$ cat src/rtl/tx_pll_ctrl.sv
// Reset and lock sequencer for the LVDS transmit PLL: it pulses the PLL reset,
// waits for a debounced lock, retries on timeout and releases the TX datapath.
module tx_pll_ctrl #(
  parameter int unsigned C_RST_HOLD     = 200,
  parameter int unsigned C_LOCK_STABLE  = 64,
  parameter int unsigned C_LOCK_TIMEOUT = 4096,
  parameter int unsigned C_MAX_RETRY    = 7
) (
  input  logic       I_clk,
  input  logic       I_rst_n,
  input  logic       I_pll_lock,
  input  logic       I_soft_rst,
  output logic       O_pll_rst,
  output logic       O_tx_rst,
  output logic       O_ready,
  output logic       O_fail,
  output logic [3:0] O_retry_cnt,
  output logic [2:0] O_state
);

  localparam int unsigned C_MAX_A = (C_RST_HOLD > C_LOCK_STABLE) ? C_RST_HOLD : C_LOCK_STABLE;
  localparam int unsigned C_MAX_P = (C_MAX_A > C_LOCK_TIMEOUT) ? C_MAX_A : C_LOCK_TIMEOUT;
  localparam int          CW      = $clog2(C_MAX_P + 1);

  typedef enum logic [2:0] {
    ST_RESET     = 3'd0,
    ST_WAIT_LOCK = 3'd1,
    ST_STABLE    = 3'd2,
    ST_RUN       = 3'd3,
    ST_FAIL      = 3'd4
  } state_e;

  state_e          state_q, state_d;
  logic [CW-1:0]   cnt_q, cnt_d;
  logic [3:0]      retry_q, retry_d, retry_inc;
  logic            sync1_q, lock_s_q;
  logic            pll_rst_q, tx_rst_q, ready_q, fail_q;

  assign retry_inc = (retry_q == 4'd15) ? retry_q : retry_q + 4'd1;

  // One shared counter; it is cleared on every state change so it never wraps.
  always_comb begin
    state_d = state_q;
    cnt_d   = cnt_q + CW'(1);
    retry_d = retry_q;
    case (state_q)
      ST_RESET: begin
        if (cnt_q == CW'(C_RST_HOLD - 1)) begin
          state_d = ST_WAIT_LOCK;
          cnt_d   = '0;
        end
      end
      ST_WAIT_LOCK: begin
        if (lock_s_q) begin
          state_d = ST_STABLE;
          cnt_d   = '0;
        end else if (cnt_q == CW'(C_LOCK_TIMEOUT - 1)) begin
          retry_d = retry_inc;
          state_d = (retry_inc == 4'(C_MAX_RETRY)) ? ST_FAIL : ST_RESET;
          cnt_d   = '0;
        end
      end
      ST_STABLE: begin
        if (!lock_s_q) begin
          state_d = ST_WAIT_LOCK;
          cnt_d   = '0;
        end else if (cnt_q == CW'(C_LOCK_STABLE - 1)) begin
          state_d = ST_RUN;
          retry_d = 4'd0;
          cnt_d   = '0;
        end
      end
      ST_RUN: begin
        cnt_d = '0;
        if (!lock_s_q) state_d = ST_RESET;
      end
      ST_FAIL: begin
        cnt_d = '0;
      end
      default: begin
        state_d = ST_RESET;
        cnt_d   = '0;
      end
    endcase
    // Soft restart overrides whatever transition was computed above.
    if (I_soft_rst) begin
      state_d = ST_RESET;
      cnt_d   = '0;
      retry_d = 4'd0;
    end
  end

  // Outputs are decoded from the next state so they line up with O_state.
  always_ff @(posedge I_clk or negedge I_rst_n) begin
    if (!I_rst_n) begin
      state_q   <= ST_RESET;
      cnt_q     <= '0;
      retry_q   <= 4'd0;
      sync1_q   <= 1'b0;
      lock_s_q  <= 1'b0;
      pll_rst_q <= 1'b1;
      tx_rst_q  <= 1'b1;
      ready_q   <= 1'b0;
      fail_q    <= 1'b0;
    end else begin
      state_q   <= state_d;
      cnt_q     <= cnt_d;
      retry_q   <= retry_d;
      sync1_q   <= I_pll_lock;
      lock_s_q  <= sync1_q;
      pll_rst_q <= (state_d == ST_RESET);
      tx_rst_q  <= (state_d != ST_RUN);
      ready_q   <= (state_d == ST_RUN);
      fail_q    <= (state_d == ST_FAIL);
    end
  end

  assign O_pll_rst   = pll_rst_q;
  assign O_tx_rst    = tx_rst_q;
  assign O_ready     = ready_q;
  assign O_fail      = fail_q;
  assign O_retry_cnt = retry_q;
  assign O_state     = state_q;

endmodule

$ cat config.mk
export PLATFORM = sky130hd
export DESIGN_NAME = tx_pll_ctrl
export DESIGN_NICKNAME = d
export VERILOG_FILES = /design/src/rtl/tx_pll_ctrl.sv
export SDC_FILE = /design/constraint.sdc
export NUM_CORES = 1
export LEC_CHECK = 0
export CORE_AREA = 2 2 53 55
export DETAILED_ROUTE_END_ITERATION = 10
export DIE_AREA = 0 0 55 57
export PLACE_DENSITY = 0.75
export SLEW_MARGIN = 20
export SYNTH_ARGS = -nofsm -noshare
export SYNTH_HDL_FRONTEND = slang
export SYNTH_SLANG_ARGS = --single-unit
$ cat constraint.sdc
create_clock -name I_clk -period 2.19 [get_ports I_clk]
set_input_delay 0.657 -clock I_clk [delete_from_list [all_inputs] [get_ports I_clk]]
set_output_delay 0.657 -clock I_clk [all_outputs]
set_load 0.05 [all_outputs]
==> flow_metrics.py, run 1 <==
metrics = {
    "worst_setup_path": {
        "r2r_cells": 6,
        "slowest_stage": "clkdlybuf4s50_1",
        "worst-setup-path-type": "reg2out",
        "cp.required_ns": 1.53,
        "path_depth": 1,
        "cp-start-kind": "flip-flop",
        "end_kind": "output pin",
        "cp_num_buf_inv": 1,
        "crit_chain": "clkdlybuf4s50_1",
        "arrival_ns": 1.48,
        "cpLargestDelayFamily": "buffers and inverters",
        "cp_max_fo": 1,
        "critPathMaxStageDelay_ns": 0.80,
    },
    "power_and_ir_drop": {
        "p_leak_nw": 0.710,
        "p_sw_w": 0.000184,
        "comb_power_share_pct": 5.4,
        "fin_total_pwr_w": 0.000877,
        "pwr_density_cell_mw_per_mm2": 556,
        "p_int_w": 0.000693,
        "swShare_pct": 21.0,
        "vdd_drop_max_mv": 0.411,
        "pwr-share-clk_pct": 38.4,
        "p_seq_share_pct": 56.2,
    },
    "timing": {
        "fin_skew_ns": 0.0180,
        "setup_viol_count_final": 0,
        "fin_crit_ns": 2.14,
        "worst_pin_slew_ns": 0.498,
        "relSlewSlack_pct": 66.7,
        "timing.hold.ws_ns": 0.375,
        "finalHoldViolations": 0,
        "maxSlewViolCount": 0,
        "rsz0062_at_grt": "no",
        "max_clock_freq_ghz": 0.468,
        "min_period_over_period_pct": 97.6,
        "fin_setup_tns_ns": 0,
    },
    "routing": {
        "vias_per_cell": 5.89,
        "drc": 0,
        "drtIter0Drc": 35,
        "wirelength_um": 2660,
        "dr.pass1.iters": 4,
        "antenna_left": 0,
        "num_vias": 1077,
        "wl_per_cell_um": 14.5,
    },
    "logic_synthesis": {
        "synth_cells": 133,
        "yosys_register_bits": 26,
        "avgSynthCellArea_um2": 10.1,
        "synthAdderAreaFrac_pct": 1.87,
        "synthSimpleGateAreaFrac_pct": 27.1,
        "ys_dominant_reg_cell": "dfrtp_1",
        "synth_edf_count": 0,
        "synth_xor_area_share_pct": 7.85,
        "synth-seq-area-share_pct": 48.8,
        "synth_top_family_by_area": "simple AND/OR/NAND/NOR gates",
        "synth_cell_type_count": 38,
        "synth_compound_area_share_pct": 11.8,
        "async_flop_share_pct": 100,
        "syn-num-nets": 139,
        "yosysWarnings": 0,
        "netlist_area_mm2": 0.00134,
        "synth_mux_area_share_pct": 0,
    },
    "finish": {
        "area_growth_pct": 17.8,
        "layout_commonest_cell": "dfrtp_1",
        "post_route_cells_drive_above_1_share_pct": 15.8,
        "final_cell_mix": "dfrtp_1 (24), nor2_1 (22), buf_4 (11)",
        "utilization_pct": 60.3,
        "antennaDiodeCount": 0,
        "nets": 159,
        "fin_area_mm2": 0.00158,
    },
    "clock_tree": {
        "post_cts_buffers": 0,
        "numCtsBuffers": 3,
        "cts_tree": "done",
        "clock-sinks": 26,
        "clkTransAtPathRegs_ns": 0.16,
        "cts_root_buf": "clkbuf_4",
        "clock_latency_ns": 0.33,
        "htreeDepth": 1,
        "clockBufferDepth": 2,
    },
    "grt": {
        "grt_pass1_wl_um": 4190,
        "grt_pass1_vias": 984,
        "antenna_found_initial": 0,
        "grt_max_degree": 27,
        "track_usage_pct": 18.2,
        "overflow": 0,
    },
    "die": {
        "rows": 19,
        "initial_core_util_pct": 51.2,
        "core-area_mm2": 0.00262,
        "fp.dieH_um": 57,
        "io_pins": 15,
        "die_area_mm2": 0.00314,
        "dieWidth_um": 55,
    },
    "placed_design": {
        "placed_area_mm2": 0.00153,
        "hpwl_um": 1930,
        "place_congestion": 0.829,
        "numPortBuffers": 14,
    },
    "min_path": {
        "hold_path_depth": 0,
        "hp-class": "reg2reg",
    },
    "job": {
        "drv_cap": 0,
    },
    "status": {
        "status": "completed",
    },
}
## flip-flops by register name (all words and copies together), names as in the netlist
register,flops
O_fail,1
O_pll_rst,1
O_ready,1
O_retry_cnt,4
O_state,3
O_tx_rst,1
cnt_q,13
lock_s_q,1
sync1_q,1
## cell usage after synthesis (3+ instances only)
cell type / count / area, um^2
xnor2_1: 5 / 43.8
nor3_1: 3 / 15.0
nor2_1: 22 / 82.6
nand2_1: 6 / 22.5
inv_1: 3 / 11.3
a21oi_1: 3 / 15.0
nand3_1: 8 / 40.0
and3_1: 4 / 25.0
dfrtp_1: 24 / 601
nand4_1: 6 / 37.5
o21ai_0: 6 / 30.0
xor2_1: 7 / 61.3
## what timing repair did
item                                    in CTS  in global routing
endpoints found under the setup margin       2                  0
hold buffers                                 0                  0
gates resized for setup                      2                  0
## layer usage
metal  GRT usage, %  part of all wire (%)  up-vias
met1           23.5                    44      537
met2           29.8                    51       23
met4           8.01                   1.3        0
met5              0                     0        -
met3           2.62                   3.8        4
li1               -                     -      513
## stage by stage
stage / cells / setup WS, ns
after floorplan: 133 / 0.292
after global placement: 179 / 0.192
after detailed placement: 179 / 0.133
after CTS: 183 / 0.0493
after global routing: 183 / 0.0176
final: 183 / 0.0521
## path summary, 6_finish.rpt
check / startpoint / to / slack, ns
worst min register to register: sync1_q / lock_s_q / 0.38
worst max-delay path: O_ready / O_ready / 0.05
worst min-delay path: sync1_q / lock_s_q / 0.38
min in group asynchronous: I_rst_n / O_fail / 0.66
max in group asynchronous: I_rst_n / O_tx_rst / 1.24
worst max register to register: cnt_q[0] / O_retry_cnt[2] / 0.24
## layout make-up
class | instances | area (um^2)
clock buffers | 3 | 22.5
multi-input cells | 100 | 651
well taps | 31 | 38.8
clock inverters | 1 | 30.0
flip-flops and latches | 26 | 653
inverters | 3 | 11.3
repair buffers | 19 | 170
fillers | 248 | 1040
## kinds of logic after synthesis
family          Yosys count
compound gates           20
simple gates             66
fa+ha+maj                 2
flops                    26
xor+xnor                 12
buf+inv                   7
## power groups by stage
stage                     Combinational, W  Clock (W)  Sequential [W]
final                            0.0000474   0.000336        0.000493
after global routing             0.0000536   0.000357        0.000494
after CTS                        0.0000487   0.000338        0.000493
after detailed placement         0.0000483          0        0.000502
after global placement           0.0000460          0        0.000501
after floorplan                  0.0000235          0        0.000500
No activity file was read; power rests on OpenSTA's default activity.
==> run 2: changes to the inputs <==
Settings changed: CTS_CLUSTER_SIZE set to 20.
==> results of run 2 <==
The final DEF is identical to that of run 1; final timing and power are the same.
